==> src/rtl/am2910_next_addr.sv <==
// Am2910 next-address stage: decodes the instruction, holds uPC and R, drives the LIFO stack controls.
// Latency: y and stack controls are combinational; uPC and R update on the rising edge of i_clk.
// No backpressure: the stack ignores push-when-full and pop-when-empty, so this block asserts them freely.
module am2910_next_addr #(
  parameter int W = 12
) (
  input  logic         i_clk,
  input  logic         i_clear,
  input  logic [3:0]   i_i,
  input  logic [W-1:0] i_d,
  input  logic         i_ccen,
  input  logic         i_cc,
  input  logic         i_ci,
  input  logic [W-1:0] i_stk_top,
  output logic [W-1:0] o_y,
  output logic [W-1:0] o_stk_di,
  output logic         o_stk_push,
  output logic         o_stk_pop,
  output logic         o_stk_clear,
  output logic         o_r_zero,
  output logic         o_pl_n,
  output logic         o_map_n,
  output logic         o_vect_n
);

  localparam logic [3:0] OP_JZ   = 4'd0;
  localparam logic [3:0] OP_CJS  = 4'd1;
  localparam logic [3:0] OP_JMAP = 4'd2;
  localparam logic [3:0] OP_CJP  = 4'd3;
  localparam logic [3:0] OP_PUSH = 4'd4;
  localparam logic [3:0] OP_JSRP = 4'd5;
  localparam logic [3:0] OP_CJV  = 4'd6;
  localparam logic [3:0] OP_JRP  = 4'd7;
  localparam logic [3:0] OP_RFCT = 4'd8;
  localparam logic [3:0] OP_RPCT = 4'd9;
  localparam logic [3:0] OP_CRTN = 4'd10;
  localparam logic [3:0] OP_CJPP = 4'd11;
  localparam logic [3:0] OP_LDCT = 4'd12;
  localparam logic [3:0] OP_LOOP = 4'd13;
  localparam logic [3:0] OP_CONT = 4'd14;
  localparam logic [3:0] OP_TWB  = 4'd15;

  localparam logic [W-1:0] ONE = {{(W-1){1'b0}}, 1'b1};

  logic [W-1:0] r_upc;
  logic [W-1:0] r_cnt;

  logic         w_pass;
  logic         w_zero;
  logic [W-1:0] w_y;
  logic         w_push;
  logic         w_pop;
  logic         w_sclr;
  logic         w_load;
  logic         w_dec;
  logic         w_pl_n;
  logic         w_map_n;
  logic         w_vect_n;

  assign w_pass = ~i_ccen | i_cc;
  assign w_zero = (r_cnt == '0);

  // Instruction decode: next address, stack action and counter action.
  always_comb begin
    w_y      = r_upc;
    w_push   = 1'b0;
    w_pop    = 1'b0;
    w_sclr   = 1'b0;
    w_load   = 1'b0;
    w_dec    = 1'b0;
    w_pl_n   = 1'b0;
    w_map_n  = 1'b1;
    w_vect_n = 1'b1;
    case (i_i)
      OP_JZ: begin
        w_y    = '0;
        w_sclr = 1'b1;
      end
      OP_CJS: begin
        if (w_pass) begin
          w_y    = i_d;
          w_push = 1'b1;
        end
      end
      OP_JMAP: begin
        w_y     = i_d;
        w_pl_n  = 1'b1;
        w_map_n = 1'b0;
      end
      OP_CJP: begin
        if (w_pass) w_y = i_d;
      end
      OP_PUSH: begin
        w_push = 1'b1;
        w_load = w_pass;
      end
      OP_JSRP: begin
        w_y    = w_pass ? i_d : r_cnt;
        w_push = 1'b1;
      end
      OP_CJV: begin
        if (w_pass) w_y = i_d;
        w_pl_n   = 1'b1;
        w_vect_n = 1'b0;
      end
      OP_JRP: begin
        w_y = w_pass ? i_d : r_cnt;
      end
      OP_RFCT: begin
        if (!w_zero) begin
          w_y   = i_stk_top;
          w_dec = 1'b1;
        end else begin
          w_pop = 1'b1;
        end
      end
      OP_RPCT: begin
        if (!w_zero) begin
          w_y   = i_d;
          w_dec = 1'b1;
        end
      end
      OP_CRTN: begin
        if (w_pass) begin
          w_y   = i_stk_top;
          w_pop = 1'b1;
        end
      end
      OP_CJPP: begin
        if (w_pass) begin
          w_y   = i_d;
          w_pop = 1'b1;
        end
      end
      OP_LDCT: begin
        w_load = 1'b1;
      end
      OP_LOOP: begin
        if (w_pass) w_pop = 1'b1;
        else        w_y   = i_stk_top;
      end
      OP_CONT: begin
        w_y = r_upc;
      end
      OP_TWB: begin
        if (!w_zero) begin
          w_dec = 1'b1;
          if (w_pass) w_pop = 1'b1;
          else        w_y   = i_stk_top;
        end else begin
          w_pop = 1'b1;
          if (!w_pass) w_y = i_d;
        end
      end
    endcase
  end

  // Clear overrides every output immediately, independent of the instruction.
  assign o_y         = i_clear ? '0   : w_y;
  assign o_stk_di    = i_clear ? '0   : r_upc;
  assign o_stk_push  = i_clear ? 1'b0 : w_push;
  assign o_stk_pop   = i_clear ? 1'b0 : w_pop;
  assign o_stk_clear = i_clear ? 1'b1 : w_sclr;
  assign o_r_zero    = i_clear ? 1'b1 : w_zero;
  assign o_pl_n      = i_clear ? 1'b0 : w_pl_n;
  assign o_map_n     = i_clear ? 1'b1 : w_map_n;
  assign o_vect_n    = i_clear ? 1'b1 : w_vect_n;

  // Microprogram counter: next address plus carry-in, wrapping at 2^W.
  always_ff @(posedge i_clk or posedge i_clear) begin
    if (i_clear) r_upc <= '0;
    else         r_upc <= w_y + {{(W-1){1'b0}}, i_ci};
  end

  // Register/counter: load has priority; decrement only issued when R is non-zero.
  always_ff @(posedge i_clk or posedge i_clear) begin
    if (i_clear)     r_cnt <= '0;
    else if (w_load) r_cnt <= i_d;
    else if (w_dec)  r_cnt <= r_cnt - ONE;
  end

endmodule

==> config.mk <==
export PLATFORM = sky130hd
export DESIGN_NAME = am2910_next_addr
export DESIGN_NICKNAME = d
export VERILOG_FILES = /design/src/rtl/am2910_next_addr.sv
export SDC_FILE = /design/constraint.sdc
export NUM_CORES = 1
export LEC_CHECK = 0
export ABC_CLOCK_PERIOD_IN_PS = 6550
export CAP_MARGIN = 20
export CORE_UTILIZATION = 40
export CTS_CLUSTER_SIZE = 28
export DETAILED_ROUTE_END_ITERATION = 8
export GPL_ROUTABILITY_DRIVEN = 0
export PLACE_DENSITY = 0.63
export SLEW_MARGIN = 25
export SYNTH_ARGS = -nofsm -noshare
export SYNTH_HDL_FRONTEND = slang
export SYNTH_SLANG_ARGS = --single-unit
==> constraint.sdc <==
create_clock -name i_clk -period 6.55 [get_ports i_clk]
set_input_delay 0.655 -clock i_clk [delete_from_list [all_inputs] [get_ports i_clk]]
set_output_delay 0.655 -clock i_clk [all_outputs]
set_load 0.02 [all_outputs]
# Word level (Yosys, flattened, before mapping)
# Cells that the tools add are included.
# word_totals
wordCells,61
register_bits,24
inputBits,33
out_inout_bits,31
# op_classes
mux,32
reduce_logical,9
addsub,2
bitwise,2
eq_ne,14
# op_table
op,count
two-way mux 12 bit,12
one-hot mux 12 bit (9 select lines),1
"== test 4 bit, second input constant",7
"== test 4 x 3 -> 1 bit, second input constant",4
two-way mux 1 bit,16
adder 12 x 1 -> 12 bit,1
zero test 12 bit,1
"subtractor 12 x 1 -> 12 bit, second input constant",1
"== test 4 x 2 -> 1 bit, second input constant",2
OR reduction 2 bit,3
OR reduction 3 bit,2
"== test 4 x 1 -> 1 bit, second input constant",1
zero test 4 bit,1
one-hot mux 1 bit (2 select lines),2
OR reduction 4 bit,1
one-hot mux 1 bit (3 select lines),1
nonzero test 2 bit,1
inverter 1 bit,1
bitwise OR 1 bit,1

# Depth between registers and ports, before layout
# logic_depth
word_depth,6
mapped_depth,17
mapped_depth_nobuf,15

# Worst setup path after synthesis
# Ideal clock, no wire load.
# synth_path
kind,reg2reg
from,register r_cnt[0]
to,register r_upc[9]
period_less_slack_ns,3.388
t_arrival_ns,3.308
required_ns,6.470
setup_slack_ns,3.162
setup_time_ns,0.080
n_path_buf,3
stages_incl_launch_ff,18
path_cell_list,dfrtp_1 > inv_1 > ha_1 > or3b_4 > or4_4 > buf_6 > buf_6 > buf_2 > nor2_1 > a21oi_1 > o21ai_0 > o22a_1 > ha_1 > o21ai_0 > a41oi_1 > nand4_1 > nor3_1 > xnor2_1
# synth_via
elab_chain_len,4
word_cells_on_any_way,7
cone_classes,add/sub (1); mux (5); reduce/logical (1)
# synth_lines
item,line_no,text
"start, declared",46,logic [W-1:0] r_cnt;
"start signal, assigned",178,else if (w_load) r_cnt <= i_d;
"start signal, assigned",179,else if (w_dec) r_cnt <= r_cnt - ONE;
zero test 12 bit,61,assign w_zero = (r_cnt == '0);
"two-way mux 12 bit, on equally long branches","146, 110, 118",
one-hot mux 12 bit (9 select lines) (*),74,case (i_i)
adder 12 x 1 -> 12 bit (*),172,"else r_upc <= w_y + {{(W-1){1'b0}}, i_ci};"
"end signal, assigned",172,
"end, declared",45,logic [W-1:0] r_upc;
# Every way passes the cells marked *; elsewhere a longest branch is shown, timed or not.
# A chain may end at the register's enable or synchronous reset.

# Worst setup path in the final report
# layout_path
from,input i_i[0]
to,output o_y[0]
# layout_via
elab_chain_len,4
word_cells_on_any_way,17
cone_classes,eq/ne (12); mux (2); reduce/logical (3)
# layout_lines
item,line_no,text
"start, declared",9,"input logic [3:0] i_i,"
"== test 4 bit, or another cell as far along",74,
OR reduction 4 bit (no line) or OR reduction 2 bit (tied branches),--,
one-hot mux 12 bit (9 select lines) (*),74,
two-way mux 12 bit (*),159,assign o_y = i_clear ? '0 : w_y;
"end, declared",15,"output logic [W-1:0] o_y,"
# Marked as above.

==> metrics <==
initial antenna violation count 0; Port Buffer Count 63; Yosys Warn Count 0; origin of the worst setup path i_i[0]; Slowest-stage cell, CP clkdlybuf4s50_1; final WL 11200 um; register area 601 um2; Diodes inserted 0; Synth Register Bits 24; Worst Path Required 5890 ps; final core occ 51.8%; max-cap check violation count 0; TritonCTS clock tree built; FFs w/ async S/R, synth 100%; routed len/inst 20.3 um; actual slew at the worst max-slew pin 1070 ps; slowest stage delay, CP 1120 ps; reg2reg setup slack 2350 ps; Clock Skews 8.67 ps; number of buffers created by CTS 3; Slew Viols, Final 0; RR Startpoint r_cnt[0]$_DFFE_PP0P_; Clk pwr share 20.7%; Reg clk slew, reported paths 100 ps; unrepaired setup endpoints after global routing false; Avg Cell Area, Syn 7.40 um2; Post-Synthesis Net Count 447; detailed-route via count 3602; most used cell, CP clkdlybuf4s50_1; Initial Utilization 41.7%; final setup TNS 0 ps; status finished clean; CP arrival 4640 ps; most frequently used flop master after synthesis dfrtp_1; vias in the first global route 3136; Detail Placement HPWL 7980 um; biggest area consumer among synthesized cells dfrtp_1; Final #Nets 489; Worst setup endpoint o_y[0]; worst setup margin 1250 ps; H-tree depth 1; Logic pwr share 44.5%; FMAX 189 MHz; clock buffer depth 2; Area after DPL 0.00369 mm2; worst path cell trace clkdlybuf4s50_1, buf_4, or3b_2, a31oi_1, a21o_1, o21ai_0, o211ai_1, o31a_1, o22a_1, and2_1, clkdlybuf4s50_1; clk_lat worst skew 290 ps; Mapped Area 0.00304 mm2; Core Region 0.00729 mm2; quantity of hold-fixing buffers added after cts 0; worst min-delay path class reg -> reg; Layout area overhead 24.2%; DR vias/cell 6.54; Worst R2R End r_upc[8]$_DFF_PP0_; startpoint types input pin; Crit Path Class in -> out; DP Worst Slack 1370 ps; filler instances 737; DR DRC count 0; EDFF count, synth 0; row count 31; PwrDens 181 mW/mm2; CTS sink cnt 24; relative slew slack 28.4%; Worst VDD drop 0.104 mV; Worst setup EP type output pin; FF-to-FF path depth 15; Synth area leaders dfrtp_1, mux2i_1, nand2_1, nor2_1, a21oi_1; Post-Synthesis Cells 411; area of the multi-input gates 0.00228 mm2; Flop pwr share 34.8%; postcts setup bufs 0; DR iter-0 viols 415; largest net degree at the start of global routing 36; Critical Path Stages 11; part of the cycle the worst path needs 80.9%; Netlist cell types 77; share of cells above drive strength 1 6.86%; IO Pins 64; First-pass DRT Iterations 5; Psw 0.278 mW; Post-DRT Antenna Nets 0; internal power 0.405 mW; Yosys top cell area share 19.7%; DIE HEIGHT 89.2 um; CP bufs+invs 3; Seq/Total Area, Yosys 19.7%; sw frac 40.8%; Leakage 1.43 nW; post-CTS sizing 0; root buffer cell clkbuf_8; overall power 0.683 mW; fin crit period 5300 ps; CP top delay family buffers and inverters; global-route wire length before repair 16700 um; largest fanout on the critical path 22; final global-route overflow total 0; Tot GR Track Use 28.2%; final hold violations 0; cell area after layout 0.00378 mm2; die width 89.2 um; Die ar. 0.00796 mm2; setup violators final 0
==> cell usage after synthesis (10+ instances only) <==
cell / instances
dfrtp_1: 24
nor2b_1: 16
xnor2_1: 10
nor3_1: 15
nor2_1: 33
nand3_1: 13
a21oi_1: 24
clkbuf_1: 20
mux2i_1: 17
o21ai_0: 20
nand2_1: 45
==> power by group through the flow <==
stage | logic, mW | clock network (mW) | registers, mW
detailed placement | 0.300 | 0 | 0.238
global placement | 0.298 | 0 | 0.238
global route | 0.329 | 0.148 | 0.242
CTS | 0.301 | 0.143 | 0.235
finish | 0.304 | 0.142 | 0.238
floorplan | 0.199 | 0 | 0.218
==> layer usage <==
layer  vias up  GRT usage [%]  part of all wire [%]
met5         -              0                     0
met4         0           11.8                   3.1
met3        32           4.25                   7.9
met2       211           45.2                    46
met1      1723           37.9                    43
li1       1636              -                     -
==> kinds of logic after synthesis <==
family                   Yosys count  synth area share (%)
AND/OR/NAND/NOR                  191                  34.6
AO/OA/AOI/OAI                    118                  27.5
buffers and inverters             40                  5.68
flip-flops                        24                  19.7
multiplexers                      22                  7.45
XOR/XNOR                          13                  3.74
adder cells (fa/ha/maj)            3                  1.23
==> final cells by class <==
cell class              count  area share (%)
multi-input cells         347            60.3
repair buffers             68            17.8
flip-flops and latches     24            15.9
well taps                  99            3.28
clock buffers               3            1.09
inverters                   9           0.894
clock inverters             1           0.795
==> stage by stage <==
stage	std cells	hold WS [ps]
after floorplan	411	499
after global placement	546	571
after detailed placement	546	573
after CTS	550	592
after global routing	551	627
final	551	593
==> cell usage in the layout (no fill, tap or decap), types with 4 or more instances in the layout <==
cell type	n
clkdlybuf4s50_1	63
nand2_1	45
nor2_1	33
a21oi_1	24
dfrtp_1	24
o21ai_0	20
mux2i_1	17
nor2b_1	15
nor3_1	14
nand3_1	13
xnor2_1	10
inv_1	9
and2_1	9
o22ai_1	7
nand2b_1	6
or3_1	6
nand4_1	6
nand4b_1	6
and3_1	6
o211ai_1	6
a31oi_1	5
mux2_2	5
or2_2	4
nand3b_1	4
a21o_1	4
a221oi_1	4
buf_4	4
==> worst min-delay path by stage <==
stage                                      from                    end  cells past startpoint
final                      r_cnt[7]$_DFFE_PP0P_   r_cnt[7]$_DFFE_PP0P_                      1
after floorplan            r_cnt[7]$_DFFE_PP0P_   r_cnt[7]$_DFFE_PP0P_                      1
after global placement     r_cnt[7]$_DFFE_PP0P_   r_cnt[7]$_DFFE_PP0P_                      1
after detailed placement   r_cnt[7]$_DFFE_PP0P_   r_cnt[7]$_DFFE_PP0P_                      1
after CTS                  r_cnt[7]$_DFFE_PP0P_   r_cnt[7]$_DFFE_PP0P_                      1
after global routing      r_cnt[10]$_DFFE_PP0P_  r_cnt[10]$_DFFE_PP0P_                      1
==> state kept, by name, indices dropped and copies added, names as in the netlist <==
signal / cells
r_upc: 12
r_cnt: 12
Power figures use the tool's default switching activity.
